<file path="src/rtl/readmg_ctrl_if.sv">
// Handshake bundle between the merge-phase read controller and its
// phase source, way FIFOs and DRAM read port.
interface readmg_ctrl_if;
  logic        pchange;
  logic        p_last;
  logic [31:0] rd_base;
  logic [31:0] endadr_a;
  logic [31:0] endadr_b;
  logic [31:0] endadr_c;
  logic [31:0] endadr_d;
  logic [3:0]  way_rdy;
  logic        rd_ack;
  logic        rd_req;
  logic [31:0] rd_adr;
  logic [31:0] rd_blocks;
  logic [1:0]  rd_way;
  logic        busy;
  logic        phase_done;

  modport master (
    input  pchange, p_last, rd_base,
    input  endadr_a, endadr_b,
    input  endadr_c, endadr_d,
    input  way_rdy, rd_ack,
    output rd_req, rd_adr, rd_blocks,
    output rd_way, busy, phase_done
  );

  modport slave (
    output pchange, p_last, rd_base,
    output endadr_a, endadr_b,
    output endadr_c, endadr_d,
    output way_rdy, rd_ack,
    input  rd_req, rd_adr, rd_blocks,
    input  rd_way, busy, phase_done
  );
endinterface

</file>
<file path="src/rtl/readmg_ctrl.sv">
// Merge-phase DRAM read controller: round-robin read bursts over four
// ways, shrinking bursts by halving near each way's end address.
module readmg_ctrl #(
  parameter int unsigned RBLOCKS   = 8,
  parameter int unsigned BLK_LOG   = 6,
  parameter logic [31:0] WAY_BYTES = 32'h1000000
) (
  input  logic          CLK,
  input  logic          RST,
  readmg_ctrl_if.master bus
);
  localparam int BLK_STEPS = $clog2(RBLOCKS);

  typedef enum logic [1:0] {
    IDLE = 2'd0,
    ARB  = 2'd1,
    REQ  = 2'd2
  } state_t;

  state_t      state_q, state_d;
  logic [31:0] cur_q [4];
  logic [31:0] end_q [4];
  logic [31:0] base_w [4];
  logic [31:0] endin_w [4];
  logic [3:0]  done_q;
  logic [1:0]  rr_q;
  logic        rd_req_q;
  logic [31:0] rd_adr_q;
  logic [31:0] rd_blocks_q;
  logic [1:0]  rd_way_q;
  logic        busy_q;
  logic        pdone_q;

  logic        pick_ok;
  logic [1:0]  pick_w;
  logic [31:0] remain;
  logic [31:0] pick_blk;
  logic [31:0] nxt_cur;
  logic        do_finish;
  logic        do_issue;
  logic        do_ack;

  assign endin_w[0] = bus.endadr_a;
  assign endin_w[1] = bus.endadr_b;
  assign endin_w[2] = bus.endadr_c;
  assign endin_w[3] = bus.endadr_d;

  always_comb begin
    for (int i = 0; i < 4; i++)
      base_w[i] = bus.rd_base + 32'(i) * WAY_BYTES;
  end

  always_comb begin
    pick_ok = 1'b0;
    pick_w  = rr_q;
    for (int k = 0; k < 4; k++) begin
      if (!pick_ok && !done_q[rr_q + 2'(k)]
          && bus.way_rdy[rr_q + 2'(k)]) begin
        pick_ok = 1'b1;
        pick_w  = rr_q + 2'(k);
      end
    end
  end

  // Halve from the full burst until it fits; ends at 1 for a tail block.
  always_comb begin
    remain   = (end_q[pick_w] - cur_q[pick_w]) >> BLK_LOG;
    pick_blk = 32'(RBLOCKS);
    for (int k = 0; k < BLK_STEPS; k++)
      if (pick_blk > remain)
        pick_blk = pick_blk >> 1;
  end

  assign nxt_cur = cur_q[rd_way_q] + (rd_blocks_q << BLK_LOG);

  always_ff @(posedge CLK) begin
    if (RST) state_q <= IDLE;
    else     state_q <= state_d;
  end

  always_comb begin
    state_d = state_q;
    if (bus.pchange) state_d = ARB;
    else begin
      unique case (state_q)
        IDLE: state_d = IDLE;
        ARB: begin
          if (&done_q)      state_d = IDLE;
          else if (pick_ok) state_d = REQ;
        end
        REQ: if (bus.rd_ack) state_d = ARB;
        default: state_d = IDLE;
      endcase
    end
  end

  always_comb begin
    do_finish = 1'b0;
    do_issue  = 1'b0;
    do_ack    = 1'b0;
    if (!bus.pchange) begin
      unique case (1'b1)
        (state_q == ARB): begin
          do_finish = &done_q;
          do_issue  = ~&done_q & pick_ok;
        end
        (state_q == REQ): do_ack = bus.rd_ack;
        default: ;
      endcase
    end
  end

  always_ff @(posedge CLK) begin
    if (RST) begin
      rd_req_q    <= 1'b0;
      rd_adr_q    <= '0;
      rd_blocks_q <= '0;
      rd_way_q    <= '0;
      busy_q      <= 1'b0;
      pdone_q     <= 1'b0;
      rr_q        <= '0;
      done_q      <= 4'hF;
      for (int i = 0; i < 4; i++) begin
        cur_q[i] <= '0;
        end_q[i] <= '0;
      end
    end else begin
      pdone_q <= do_finish;
      if (bus.pchange) begin
        for (int i = 0; i < 4; i++) begin
          cur_q[i]  <= base_w[i];
          end_q[i]  <= endin_w[i];
          done_q[i] <= (base_w[i] >= endin_w[i])
                     | (bus.p_last & (i % 2 == 0));
        end
        rr_q     <= '0;
        rd_req_q <= 1'b0;
        busy_q   <= 1'b1;
      end else if (do_finish) begin
        busy_q <= 1'b0;
      end else if (do_issue) begin
        rd_adr_q    <= cur_q[pick_w];
        rd_way_q    <= pick_w;
        rd_blocks_q <= pick_blk;
        rd_req_q    <= 1'b1;
      end else if (do_ack) begin
        rd_req_q         <= 1'b0;
        cur_q[rd_way_q]  <= nxt_cur;
        done_q[rd_way_q] <= (nxt_cur >= end_q[rd_way_q]);
        rr_q             <= rd_way_q + 2'd1;
      end
    end
  end

  assign bus.rd_req     = rd_req_q;
  assign bus.rd_adr     = rd_adr_q;
  assign bus.rd_blocks  = rd_blocks_q;
  assign bus.rd_way     = rd_way_q;
  assign bus.busy       = busy_q;
  assign bus.phase_done = pdone_q;
endmodule

</file>
<file path="src/flat_wrapper.sv">
// flat-port wrapper written by rule: the top's interface ports become plain ports
module readmg_ctrl_flat 
#(
  parameter int unsigned RBLOCKS   = 8,
  parameter int unsigned BLK_LOG   = 6,
  parameter logic [31:0] WAY_BYTES = 32'h1000000
)
  (CLK, RST, bus_pchange, bus_p_last, bus_rd_base, bus_endadr_a, bus_endadr_b, bus_endadr_c, bus_endadr_d, bus_way_rdy, bus_rd_ack, bus_rd_req, bus_rd_adr, bus_rd_blocks, bus_rd_way, bus_busy, bus_phase_done);
  readmg_ctrl_if bus_i ();
  input  logic CLK;
  input  logic RST;
  input wire logic [$bits(bus_i.pchange)-1:0] bus_pchange;
  input wire logic [$bits(bus_i.p_last)-1:0] bus_p_last;
  input wire logic [$bits(bus_i.rd_base)-1:0] bus_rd_base;
  input wire logic [$bits(bus_i.endadr_a)-1:0] bus_endadr_a;
  input wire logic [$bits(bus_i.endadr_b)-1:0] bus_endadr_b;
  input wire logic [$bits(bus_i.endadr_c)-1:0] bus_endadr_c;
  input wire logic [$bits(bus_i.endadr_d)-1:0] bus_endadr_d;
  input wire logic [$bits(bus_i.way_rdy)-1:0] bus_way_rdy;
  input wire logic [$bits(bus_i.rd_ack)-1:0] bus_rd_ack;
  output wire logic [$bits(bus_i.rd_req)-1:0] bus_rd_req;
  output wire logic [$bits(bus_i.rd_adr)-1:0] bus_rd_adr;
  output wire logic [$bits(bus_i.rd_blocks)-1:0] bus_rd_blocks;
  output wire logic [$bits(bus_i.rd_way)-1:0] bus_rd_way;
  output wire logic [$bits(bus_i.busy)-1:0] bus_busy;
  output wire logic [$bits(bus_i.phase_done)-1:0] bus_phase_done;
  assign bus_i.pchange = bus_pchange;
  assign bus_i.p_last = bus_p_last;
  assign bus_i.rd_base = bus_rd_base;
  assign bus_i.endadr_a = bus_endadr_a;
  assign bus_i.endadr_b = bus_endadr_b;
  assign bus_i.endadr_c = bus_endadr_c;
  assign bus_i.endadr_d = bus_endadr_d;
  assign bus_i.way_rdy = bus_way_rdy;
  assign bus_i.rd_ack = bus_rd_ack;
  assign bus_rd_req = bus_i.rd_req;
  assign bus_rd_adr = bus_i.rd_adr;
  assign bus_rd_blocks = bus_i.rd_blocks;
  assign bus_rd_way = bus_i.rd_way;
  assign bus_busy = bus_i.busy;
  assign bus_phase_done = bus_i.phase_done;
  readmg_ctrl #(.RBLOCKS(RBLOCKS), .BLK_LOG(BLK_LOG), .WAY_BYTES(WAY_BYTES)) u_core (.CLK(CLK), .RST(RST), .bus(bus_i));
endmodule
</file>
<file path="config.mk">
export PLATFORM = sky130hd
export DESIGN_NAME = readmg_ctrl_flat
export DESIGN_NICKNAME = d
export VERILOG_FILES = /design/src/rtl/readmg_ctrl_if.sv /design/src/rtl/readmg_ctrl.sv /design/src/flat_wrapper.sv
export SDC_FILE = /design/constraint.sdc
export NUM_CORES = 1
export LEC_CHECK = 0
export BUFFER_PORTS_ARGS = -buffer_cell sky130_fd_sc_hd__buf_2
export CORE_AREA = 2 2 215 217
export DETAILED_ROUTE_END_ITERATION = 8
export DIE_AREA = 0 0 217 219
export PLACE_DENSITY_LB_ADDON = 0.08
export SYNTH_ARGS = -nofsm -noshare
export SYNTH_HDL_FRONTEND = slang
export SYNTH_SLANG_ARGS = --single-unit
</file>
<file path="constraint.sdc">
create_clock -name CLK -period 20 [get_ports CLK]
set_input_delay 3 -clock CLK [delete_from_list [all_inputs] [get_ports CLK]]
set_output_delay 3 -clock CLK [all_outputs]
set_load 0.1 [all_outputs]
</file>
==> results by group <==
Finish
  – Final Non-Filler Cells: between 3,000 and 4,000
  – Commonest non-fill, non-tap cell in the layout: nor2_1
  – Share of cells above drive strength 1: 0.144
  – Fill count: roughly 4,200
  – Final #Nets: approximately 3,000
  – Most frequent cells in the layout: 479 x nor2_1, 256 x edfxtp_1, 241 x nand2_1
  – Design Area, Final: between 0.02 and 0.03 mm^2
  – Area grow syn2layout: 11.8%

STA
  – Setup TNS: 0 ps
  – Hold Violations, Final: 0
  – Worst Skew: around 28 ps
  – Max Clk Rate: 85.8 MHz
  – Clock period minus worst slack: approximately 12,000 ps
  – Hold slack: 452 ps
  – Setup violators final: 0
  – RSZ-0062 raised after global routing: false
  – Worst slew pin tran: between 1000 and 1500 ps
  – Final Max Slew Viols: 0
  – Final period utilization: 0.583
  – Slew margin rel.: 0.200

Place
  – Final Wtd Congestion: 0.945
  – Dpl cell area: between 0.02 and 0.025 mm^2
  – Post-DP HPWL: approximately 57,000 um
  – Port Buffers: about 210
  – Post-Place Cells: ~3,200

Synth
  – #FFs+latches synth: between 300 and 400
  – Mapped cell area: 0.0225 mm^2
  – Syn. warnings: 0
  – Post-synth top area cell: edfxtp_1
  – Main flop type after synthesis: edfxtp_1
  – Number of flops mapped to enable cells by yosys: 256
  – Avg Synthesized Cell Area: between 8 and 9 um^2
  – Largest cells by area after synthesis: edfxtp_1 34%, ha_1 12%, nor2_1 8.0%
  – Cells after synthesis: approximately 2,500
  – Share of the synthesized area in the top cell type: 0.342
  – Seq/Total Area, Yosys: 0.388
  – Asr flop ratio synth: 0
  – Distinct cells, synth: 85

Drt
  – Antenna-violating nets left: 0
  – Number of DRC markers in iteration 0: around 2,500
  – Pre-antenna DRT Iters: 5
  – DRC: 0
  – Routed WL: just under 80,000 um
  – DR WL/cell: roughly 23 um
  – Max Used Layer: met4
  – Met3 WL: between 8000 and 9000 um
  – Met1 Wirelength: 35,000 um
  – Vias per cell: roughly 6
  – Met2 wire length: roughly 32,000 um
  – Via Count: about 20,000

Global routing
  – Antenna violations before repair: 2
  – Gr usage total: 0.320
  – Pin count of the biggest net entering global routing: just under 90
  – Grt ovf: 0
  – Vias in the first global route: ~18,000
  – Global-route wire length before repair: between 100,000 and 150,000 um

Critical path
  – Largest stage delay on the critical path: about 1000 ps
  – Critical Path Source: bus_way_rdy[0]
  – Setup crit end kind: flip-flop
  – Data required, critical path: between 20,000 and 25,000 ps
  – End of the worst register-to-register path: u_core.bus.rd_blocks[2]$_SDFFE_PP0P_
  – CP endpoint: u_core.bus.rd_blocks[2]$_SDFFE_PP0P_
  – Setup slack, reg-to-reg: 10,280 ps
  – Largest fanout on the critical path: just over 80
  – Reg-to-Reg Start: u_core.done_q[0]$_SDFFE_PP1P_
  – Slowest CP cell: nor4_1
  – WP data arrival: between 10,000 and 15,000 ps
  – R2R depth: 32
  – Worst setup SP type: input port
  – WS Path Type: input port to flip-flop

Clock tree
  – H-tree levels: 2
  – Worst-path clk slew: 60 ps
  – Clk buf depth: 3
  – TritonCTS Sinks: approximately 300
  – Post-CTS setup buffers: 0
  – Post_cts resized: 0
  – CTS root buf: clkbuf_16
  – Skew-Pair Late Insertion Delay: slightly below 600 ps
  – Hold_buf cts: 0
  – CTS tree: done
  – CTS Buf Count: 38

Floorplanning
  – # rows: just under 80
  – Die span in x: approximately 220 um
  – Starting Density: 0.498
  – Die area: 0.0475 mm^2
  – Vert. Die Dim: ~220 um
  – Core area: between 0.04 and 0.05 mm^2
  – # IOs: approximately 240

Hold path
  – Min-delay worst type: flip-flop to flip-flop

Power and ir drop
  – Pwr Density: ~86 mW/mm^2
  – Tot Pwr: ~2.2 mW
  – Worst VDD drop: 0.0000840 V
  – Leakage: ~11 nW

Job
  – Max_cap viols: 0

Run status
  – Outcome: complete, no violations
synth_stat cells, drive strengths merged, types with 43 or more instances:
| cell type | instances |
|---|---|
| ha | 209 |
| dfxtp | 51 |
| mux4 | 64 |
| a31oi | 43 |
| inv | 206 |
| nor2 | 481 |
| nand2 | 244 |
| a21o | 71 |
| o21ai | 170 |
| a21oi | 136 |
| clkbuf | 98 |
| nand3 | 65 |
| edfxtp | 256 |
| buf | 58 |
how the worst min path moves through the flow:
stage	start	to	slack (ps)	cells after the start
2_1_floorplan	u_core.state_q[0]$_SDFFE_PP0P_	u_core.bus.phase_done$_SDFF_PP0_	480	2
3_3_place_gp	u_core.bus.rd_req$_SDFFE_PP0P_	u_core.bus.rd_req$_SDFFE_PP0P_	450	2
3_5_place_dp	u_core.bus.rd_req$_SDFFE_PP0P_	u_core.bus.rd_req$_SDFFE_PP0P_	450	2
4_1_cts	u_core.bus.rd_req$_SDFFE_PP0P_	u_core.bus.rd_req$_SDFFE_PP0P_	450	2
5_1_grt	u_core.bus.rd_req$_SDFFE_PP0P_	u_core.bus.rd_req$_SDFFE_PP0P_	470	2
6_report	u_core.bus.rd_req$_SDFFE_PP0P_	u_core.bus.rd_req$_SDFFE_PP0P_	450	2
flip-flops by register name, summed over array words and instances (netlist names), 2 cells and up, named ones only:
signal	flops
u_core.bus.rd_adr	32
u_core.bus.rd_blocks	4
u_core.bus.rd_way	2
u_core.cur_q	128
u_core.done_q	4
u_core.end_q	128
u_core.rr_q	2
u_core.state_q	2
routing by layer:
layer / track usage / vias to the layer above
li1: - / 9105
met1: 0.482 / 9517
met2: 0.466 / 942
met3: 0.0723 / 103
met4: 0.0769 / 0
met5: 0 / -
cell type report:
type / instances / area [um^2] / share of cell area
inverter: 206 / 776 / 0.0309
antenna: 1 / 2.50 / 0.0000997
sequential: 307 / 8720 / 0.347
multi-input combinational: 1869 / 12400 / 0.494
clock buffer: 47 / 1030 / 0.0409
tap: 600 / 751 / 0.0299
timing repair buffer: 231 / 1210 / 0.0482
clock inverter: 23 / 223 / 0.00887
cells by family (layout without fill, tap and decap cells):
family,after synthesis,in the layout,synth area share
buffers and inverters,362,507,0.0660
adder cells (fa/ha/maj),210,210,0.117
multiplexers,81,81,0.0732
AO/OA/AOI/OAI,533,533,0.148
flip-flops,307,307,0.388
XOR/XNOR,58,58,0.0226
AND/OR/NAND/NOR,959,959,0.185
other,1,29,0.000167
critical path, delay by kind of cell:
family | cells | cell delay, ps
AOI/OAI and AO/OA | 8 | 1700
adders and majority gates | 4 | 1330
buffers and inverters | 2 | 910
muxes | 2 | 670
and+or+nand+nor | 16 | 4410
metrics by stage:
step / setup WS, ps / util
final: 8340 / 0.557
after global routing: 7620 / 0.557
after CTS: 8420 / 0.557
after detailed placement: 7870 / 0.529
after global placement: 8160 / 0.529
after floorplan: 9750 / -
report_power, final:
| group | switching, mW | total [mW] | internal, mW |
|---|---|---|---|
| sequential | 0.0293 | 0.772 | 0.743 |
| clock | 0.295 | 0.704 | 0.409 |
| combinational | 0.457 | 0.693 | 0.236 |
| total | 0.782 | 2.17 | 1.39 |
(Power assumes the default switching activity.)
